==> src/rtl/mux_guard_pkg.sv <==
// Shared types and helpers for the mux address conflict guard.
// State encoding is fixed so debug tooling can decode the state register directly.
package mux_guard_pkg;

  typedef enum logic [1:0] {
    StIdle   = 2'd0,
    StSettle = 2'd1,
    StArmed  = 2'd2
  } mux_state_e;

  // Width needed to hold SETTLE_CYC-1; never narrower than one bit.
  function automatic int unsigned settle_cnt_width(int unsigned settle_cyc);
    return (settle_cyc <= 2) ? 1 : $clog2(settle_cyc);
  endfunction

endpackage

==> src/rtl/mux_conflict_detect.sv <==
// Pairwise address compare across channels; a pair counts only if both channels are enabled.
module mux_conflict_detect #(
  parameter int unsigned NCH  = 3,
  parameter int unsigned ADRW = 4
) (
  input  logic [NCH*ADRW-1:0] adr_i,
  input  logic [NCH-1:0]      msk_i,
  output logic                short_o
);

  always_comb begin
    short_o = 1'b0;
    for (int unsigned i = 0; i < NCH; i++) begin
      for (int unsigned j = i + 1; j < NCH; j++) begin
        if (msk_i[i] && msk_i[j] && (adr_i[i*ADRW +: ADRW] == adr_i[j*ADRW +: ADRW])) begin
          short_o = 1'b1;
        end
      end
    end
  end

endmodule

==> src/rtl/mux_guard.sv <==
// Guards the pulse-injection mux address buses: only conflict-free address sets reach the
// muxes, and the mux enable is held off for a settle period after every address change.
module mux_guard
  import mux_guard_pkg::*;
#(
  parameter int unsigned NCH        = 3,
  parameter int unsigned ADRW       = 4,
  parameter int unsigned SETTLE_CYC = 8,
  parameter int unsigned CNTW       = 16
) (
  input  logic                clock,
  input  logic                reset_n,
  input  logic [NCH*ADRW-1:0] adr_in,
  input  logic [NCH-1:0]      chan_en,
  input  logic                mux_en_in,
  input  logic                clear_stats,
  output logic [NCH*ADRW-1:0] adr_out,
  output logic                mux_en_out,
  output logic                settling,
  output logic                conflict,
  output logic                conflict_sticky,
  output logic [CNTW-1:0]     conflict_cnt
);

  localparam int unsigned CntW = settle_cnt_width(SETTLE_CYC);
  localparam logic [CntW-1:0] Reload = CntW'((SETTLE_CYC == 0) ? 0 : SETTLE_CYC - 1);
  localparam mux_state_e LoadState = (SETTLE_CYC == 0) ? StArmed : StSettle;

  logic [NCH*ADRW-1:0] adr_q;
  logic                en_q;
  logic [NCH-1:0]      msk_q;
  logic                short;
  logic                chg;
  logic                hit;
  logic                evt;
  mux_state_e          state_q;
  logic [CntW-1:0]     cnt_q;

  always_ff @(posedge clock or negedge reset_n) begin
    if (!reset_n) begin
      adr_q <= '0;
      en_q  <= 1'b0;
      msk_q <= '0;
    end else begin
      adr_q <= adr_in;
      en_q  <= mux_en_in;
      msk_q <= chan_en;
    end
  end

  mux_conflict_detect #(
    .NCH  (NCH),
    .ADRW (ADRW)
  ) u_detect (
    .adr_i   (adr_q),
    .msk_i   (msk_q),
    .short_o (short)
  );

  // Change detection ignores the mask so a masked channel's new address still triggers a settle.
  assign chg = (adr_q != adr_out);
  assign hit = short && en_q;
  assign evt = hit && !conflict;

  always_ff @(posedge clock or negedge reset_n) begin
    if (!reset_n) begin
      state_q <= StIdle;
      cnt_q   <= '0;
      adr_out <= '0;
    end else begin
      case (state_q)
        StIdle: begin
          if (en_q && !short) begin
            adr_out <= adr_q;
            cnt_q   <= Reload;
            state_q <= LoadState;
          end
        end
        StSettle: begin
          if (!en_q || short) begin
            state_q <= StIdle;
          end else if (chg) begin
            adr_out <= adr_q;
            cnt_q   <= Reload;
          end else if (cnt_q == '0) begin
            state_q <= StArmed;
          end else begin
            cnt_q <= cnt_q - 1'b1;
          end
        end
        StArmed: begin
          if (!en_q || short) begin
            state_q <= StIdle;
          end else if (chg) begin
            adr_out <= adr_q;
            cnt_q   <= Reload;
            state_q <= LoadState;
          end
        end
        default: state_q <= StIdle;
      endcase
    end
  end

  assign mux_en_out = (state_q == StArmed);
  assign settling   = (state_q == StSettle);

  // A new event in the same cycle as clear_stats restarts the count at one.
  always_ff @(posedge clock or negedge reset_n) begin
    if (!reset_n) begin
      conflict        <= 1'b0;
      conflict_sticky <= 1'b0;
      conflict_cnt    <= '0;
    end else begin
      conflict <= hit;
      if (evt) begin
        conflict_sticky <= 1'b1;
        if (clear_stats) begin
          conflict_cnt <= CNTW'(1);
        end else if (conflict_cnt != '1) begin
          conflict_cnt <= conflict_cnt + 1'b1;
        end
      end else if (clear_stats) begin
        conflict_sticky <= 1'b0;
        conflict_cnt    <= '0;
      end
    end
  end

endmodule

==> config.mk <==
export PLATFORM = sky130hd
export DESIGN_NAME = mux_guard
export DESIGN_NICKNAME = d
export VERILOG_FILES = /design/src/rtl/mux_guard_pkg.sv /design/src/rtl/mux_conflict_detect.sv /design/src/rtl/mux_guard.sv
export SDC_FILE = /design/constraint.sdc
export NUM_CORES = 1
export LEC_CHECK = 0
export ABC_AREA = 0
export BUFFER_PORTS_ARGS = -buffer_cell sky130_fd_sc_hd__buf_4
export CAP_MARGIN = 40
export CORE_MARGIN = 2
export CORE_UTILIZATION = 40
export CTS_CLUSTER_DIAMETER = 150
export DETAILED_ROUTE_END_ITERATION = 12
export HOLD_SLACK_MARGIN = 0.15
export SLEW_MARGIN = 20
export SYNTH_ARGS = -nofsm -noshare
export SYNTH_HDL_FRONTEND = slang
export SYNTH_SLANG_ARGS = --single-unit
export TNS_END_PERCENT = 50
==> constraint.sdc <==
create_clock -name clock -period 2.5 [get_ports clock]
set_input_delay 0.5 -clock clock [delete_from_list [all_inputs] [get_ports clock]]
set_output_delay 0.5 -clock clock [all_outputs]
set_load 0.005 [all_outputs]
**Word level (Yosys, flattened, before mapping)**

Index checks and enable logic that the tools add are counted.

- Logic and storage cells: 79
- Input bits: 19
- Register bits: 51

- Reductions and logical operators: 24
- Mux-type cells: 27
- Equal/unequal tests: 17
- Add/subtract/negate cells: 2

Operator list:

| cell | number |
|---|---|
| $mux W16 | 4 |
| $mux W12 | 3 |
| $pmux W12 S2 | 1 |
| $mux W3 | 6 |
| $add A16 B1 Y16 const B | 1 |
| $ne A16 B16 Y1 const B | 1 |
| $eq A4 B4 Y1 | 3 |
| $mux W2 | 6 |
| $ne A12 B12 Y1 | 1 |
| $logic_and A1 B1 Y1 | 9 |
| $pmux W3 S3 | 1 |
| $ne A2 B2 Y1 const B | 4 |
| $reduce_and A4 Y1 | 2 |
| $ne A3 B1 Y1 const B | 2 |
| $pmux W2 S3 | 1 |
| $reduce_and A6 Y1 | 1 |
| $reduce_bool A2 Y1 | 3 |
| $mux W1 | 5 |
| $ne A2 B1 Y1 const B | 2 |
| $logic_not A1 Y1 | 3 |
| $logic_not A3 Y1 | 1 |
| $ne A3 B2 Y1 const B | 1 |
| $ne A3 B3 Y1 const B | 1 |
| $reduce_bool A3 Y1 | 1 |
| other kinds (7) | 7 |

**Logic depth before layout (Yosys ltp)**

- Word-level depth: 9
- Mapped depth: 9
- Depth with buffers taken out: 7

**Cells and area by module**

A second synthesis with hierarchy kept.

- Cells, all modules: 220
- Area total of the unflattened synthesis: 2,555.0 µm²

Modules (own cells, without submodules):

| module | cells each | area an instance (µm²) | sequential area each (µm²) | times used |
|---|---|---|---|---|
| mux_guard | 199 | 2,402.3 | 1,276.2 | 1 |
| mux_conflict_detect | 21 | 152.6 | 0.0 | 1 |

**Least setup slack after synthesis**

Ideal clock, no wire load.

- Kind: reg2reg
- Start point: register adr_q[0]
- End point: register conflict_cnt[7]
- Library setup time: 0.132 ns
- Data arrival time: 1.878 ns
- Buffers on the path: 2
- Stages on the path, launching flop included: 10
- Data required time: 2.368 ns
- Setup slack: 0.490 ns
- Cell sequence: dfrtp_1 xor2_1 nor3_1 nand4_1 a311o_1 buf_6 buf_6 nor3_2 xnor2_1 nor2_1

- Word-level cells in the longest chain between the ends: 9
- Elaborated cells on any way between the ends: 12
- Those cells by class: eq/ne: 2; mux: 4; reduce/logical: 6

RTL lines:

| item | line | source |
|---|---|---|
| from (decl) | mux_guard.sv:29 | `logic [NCH*ADRW-1:0] adr_q;` |
| from (signal assigned) | mux_guard.sv:45 | `adr_q <= adr_in;` |
| $eq A4 B4 Y1 | mux_conflict_detect.sv:15 | `if (msk_i[i] && msk_i[j] && (adr_i[i*ADRW +: ADRW] == adr_i[j*ADRW +: ADRW])) begin` |
| $logic_and A1 B1 Y1 | mux_conflict_detect.sv:15 |  |
| $mux W1 | mux_conflict_detect.sv:15 |  |
| $mux W1 (*) (2 in a row) | mux_conflict_detect.sv:15 |  |
| $logic_and A1 B1 Y1 (*) | mux_guard.sv:62 | `assign hit = short && en_q;` |
| $logic_and A1 B1 Y1 (*) | mux_guard.sv:63 | `assign evt = hit && !conflict;` |
| $reduce_bool A2 Y1 (no source line) | - |  |
| $reduce_and A2 Y1 (no source line) | - |  |
| to (signal assigned) | mux_guard.sv:121 | `conflict_cnt <= conflict_cnt + 1'b1;` |
| to (decl) | mux_guard.sv:22 | `output logic [CNTW-1:0] conflict_cnt` |

Mark *: on every way between the ends. The rest lies on a longest branch, timed or not.
A chain may end at the register's enable or synchronous reset.

**Worst setup path in the final report**

- Start point: register adr_q[0]
- End point: register conflict_cnt[5]

Same word-level chain as after synthesis.

==> impl_metrics.toml <==
[run_status]
status = "finished clean"

[global_route]
antenna_found_initial = 0
use_met2 = 0.207
grt_pass1_wl_um = 7730
grt.met1_usage = 0.232
groute.usage.overall = 0.151
grt.overflow.total = 0
grt_pass1_vias = 1599
grt_max_degree = 52
grtUsageMet3 = 0.0315
gr-max-usage-layer = "met1"

[sta]
holdWs_ns = 0.215
setup-violations-final = 0
fmax_mhz = 437
drv_slew = 0
rsz0062_at_grt = "no"
min_period_ns = 2.29
hold_violations = 0
period_share = 0.915
worstMarginPinSlew_ns = 0.631
tns_ns = 0
finalClockSkew_ns = 0.0109
slew_headroom = 0.580

[finish]
final_core_util = 0.510
final_layout_size_suffix_gt1_frac = 0.319
nNetsFinal = 296
diodes = 0
areaGrowthSynthToFinish_pct = 22.9
layoutNonFillerInstCount = 345

[die]
start_util = 0.415
die_area_sq_um = 6790
num_io_pins = 51
die_h_um = 82.4
die_w_um = 82.4
core_sq_um = 5920
row_count = 28

[synthesis]
synth_xor_xnor_area_share = 0.128
syn_inst = 216
ys.flop_type = "dfrtp_1"
synth_seq_cells = 51
async_reset_ff_frac = 1.00
synth-compound-area-share = 0.0468
yosysSeqAreaShare = 0.519
ys_warn_count = 0
synth_edf_count = 0
synth_adder_area_share = 0.0356
synth.distinct_cells = 37
muxShareOfSynthArea = 0.0591
netlist_top_cells_area = "dfrtp_1 (52%), xnor2_1 (9.6%), mux2_2 (5.5%)"
yosys-top-cells-count = "dfrtp_1 (51), xnor2_1 (27), nor2_1 (24), mux2_2 (12), nand2_1 (12)"
synth_top_area_frac = 0.519
avgSynthCellArea_sq_um = 11.4
synth_top_family_by_area = "simple AND/OR/NAND/NOR gates"
syn_nets = 242
post-synth-top-count-cell = "dfrtp_1"
synth_top_area_cell = "dfrtp_1"
synth_simple_gate_area_frac = 0.182
syn_area_sq_um = 2460

[critical_path]
r2r_slack_ns = 0.21
startpoint_type = "flip-flop"
r2r-end = "conflict_cnt[5]$_DFFE_PN0P_"
crit_type = "flip-flop to flip-flop"
rr_worst_depth = 7
regToRegStartpoint = "adr_q[0]$_DFF_PN0_"
arrival_ns = 2.48
cp-end-kind = "flip-flop"
critPathMaxFanout = 16
required_ns = 2.69

[pwr]
power-per-cell-area_nw_per_um2 = 717
power_leakage_uw = 0.00131
peakVddDrop_v = 0.000372
p_comb_frac = 0.259
p_clk_frac = 0.258
p_sw_uw = 599
sw_frac_of_total = 0.277
power_frac_seq = 0.483
p_total_uw = 2170
internal_power_uw = 1570

[placed_design]
port_buffers = 50
hpwl_um = 3450
dp.cells = 338
gp_congestion = 0.728

[job]
cap_violations = 0

[clock_tree]
cts_tree = "done"
clk_latency_ns = 0.30
cts_buffer_depth = 2
path_clk_slew_ns = 0.10
clock_sink_count = 51
cts_made_buffers = 5
root_buffer = "clkbuf_8"
ctsHtreeMaxLevel = 2

[detailed_routing]
ant_nets = 0
via_per_inst = 4.91
firstDrtPassIters = 4
route.detailed.drc = 0
drt_iter0_markers = 155
routed_wl_um = 4760
wl_per_cell_um = 13.8
vias = 1693

[worst_hold_path]
worstHoldPathType = "primary input to async pin"
[layout make-up]
cell class	count	area [sq um]
Inverter	7	26.3
Fill cell	531	2900
Timing Repair Buffer	54	405
Sequential cell	51	1280
Clock buffer	5	68.8
Clock inverter	2	37.5
Multi-Input combinational cell	151	1110
Tap cell	75	93.8
[metal layers]
layer  vias up  part of all wire
li1        854                 -
met1       795              0.51
met2        35              0.43
met3         9             0.035
met4         0             0.018
met5         -                 0
[logic make-up (layout without fill, tap and decap cells)]
group | count (synthesis) | in the layout
and+or+nand+nor | 78 | 78
DFF | 51 | 51
xor gates and xnor gates | 36 | 36
AOI/OAI and AO/OA | 17 | 17
buffers and inverters | 14 | 68
muxes | 13 | 13
adders and majority gates | 7 | 7
[state kept, by name, indices dropped and copies added (netlist names)]
name             flops
msk_q                3
cnt_q                3
adr_q               12
state_q              2
conflict_sticky      1
en_q                 1
adr_out             12
conflict_cnt        16
conflict             1
[cells in the final DEF, fill, tap and decap left out]
cell,n
buf_4,54
nor3b_2,1
mux2_2,12
nor3_1,7
or2_2,1
a21oi_1,3
bufinv_16,1
nor2b_1,1
a2bb2oi_1,2
clkinvlp_4,1
nor4b_2,1
o22ai_1,2
nor3_2,4
a21o_1,1
nand2_1,12
xor2_1,9
xnor2_1,27
inv_1,7
nor2_1,24
nand3b_1,1
a21boi_0,1
and4_1,4
nand4_1,8
a311o_2,1
a211oi_1,2
a31oi_1,1
ha_1,7
o32ai_1,1
nor4_2,4
nand3_1,6
or2_1,1
nor2_2,1
clkbuf_8,5
mux2i_1,1
dfrtp_1,51
o21ai_0,3
and3_1,2
[power groups by stage]
stage	Clock, uW	Sequential, uW	Combinational [uW]
2_1_floorplan	0	1050	329
3_3_place_gp	0	1060	563
3_5_place_dp	0	1060	570
4_1_cts	584	1050	572
5_1_grt	619	1070	616
6_report	558	1050	561
[critical path, cell delays in order, from the launching register on]
cell and delay [ns]:
dfrtp_1 0.45, xor2_1 0.18, nor3_1 0.22, nand4_1 0.17
a311o_2 0.59, nor4_2 0.36, xnor2_1 0.16, nor2_1 0.05
[worst max-delay path by stage]
stage | from | endpoint | slack, ns | depth (start not counted)
after floorplan | adr_q[0]$_DFF_PN0_ | conflict_cnt[7]$_DFFE_PN0P_ | 0.49 | 9
after CTS | adr_q[0]$_DFF_PN0_ | conflict_cnt[5]$_DFFE_PN0P_ | 0.08 | 7
final | adr_q[0]$_DFF_PN0_ | conflict_cnt[5]$_DFFE_PN0P_ | 0.21 | 7
after detailed placement | adr_q[0]$_DFF_PN0_ | conflict_cnt[5]$_DFFE_PN0P_ | 0.11 | 7
after global placement | adr_q[0]$_DFF_PN0_ | conflict_cnt[0]$_DFFE_PN0P_ | 0.11 | 7
after global routing | adr_q[0]$_DFF_PN0_ | conflict_cnt[6]$_DFFE_PN0P_ | 0.02 | 8
[through the flow]
step | worst slack (ns) | area [sq um]
global route | 0.0203 | 3020
detailed placement | 0.113 | 2910
finish | 0.212 | 3020
CTS | 0.0803 | 3020
global placement | 0.110 | 2910
floorplan | 0.490 | 2460
[timing repair]
item | CTS | global route
endpoints found under the setup margin | 0 | 9
gates resized for setup | 0 | 1
hold buffers | 0 | 0
buffers inserted | 0 | 0
(Power assumes the default switching activity.)
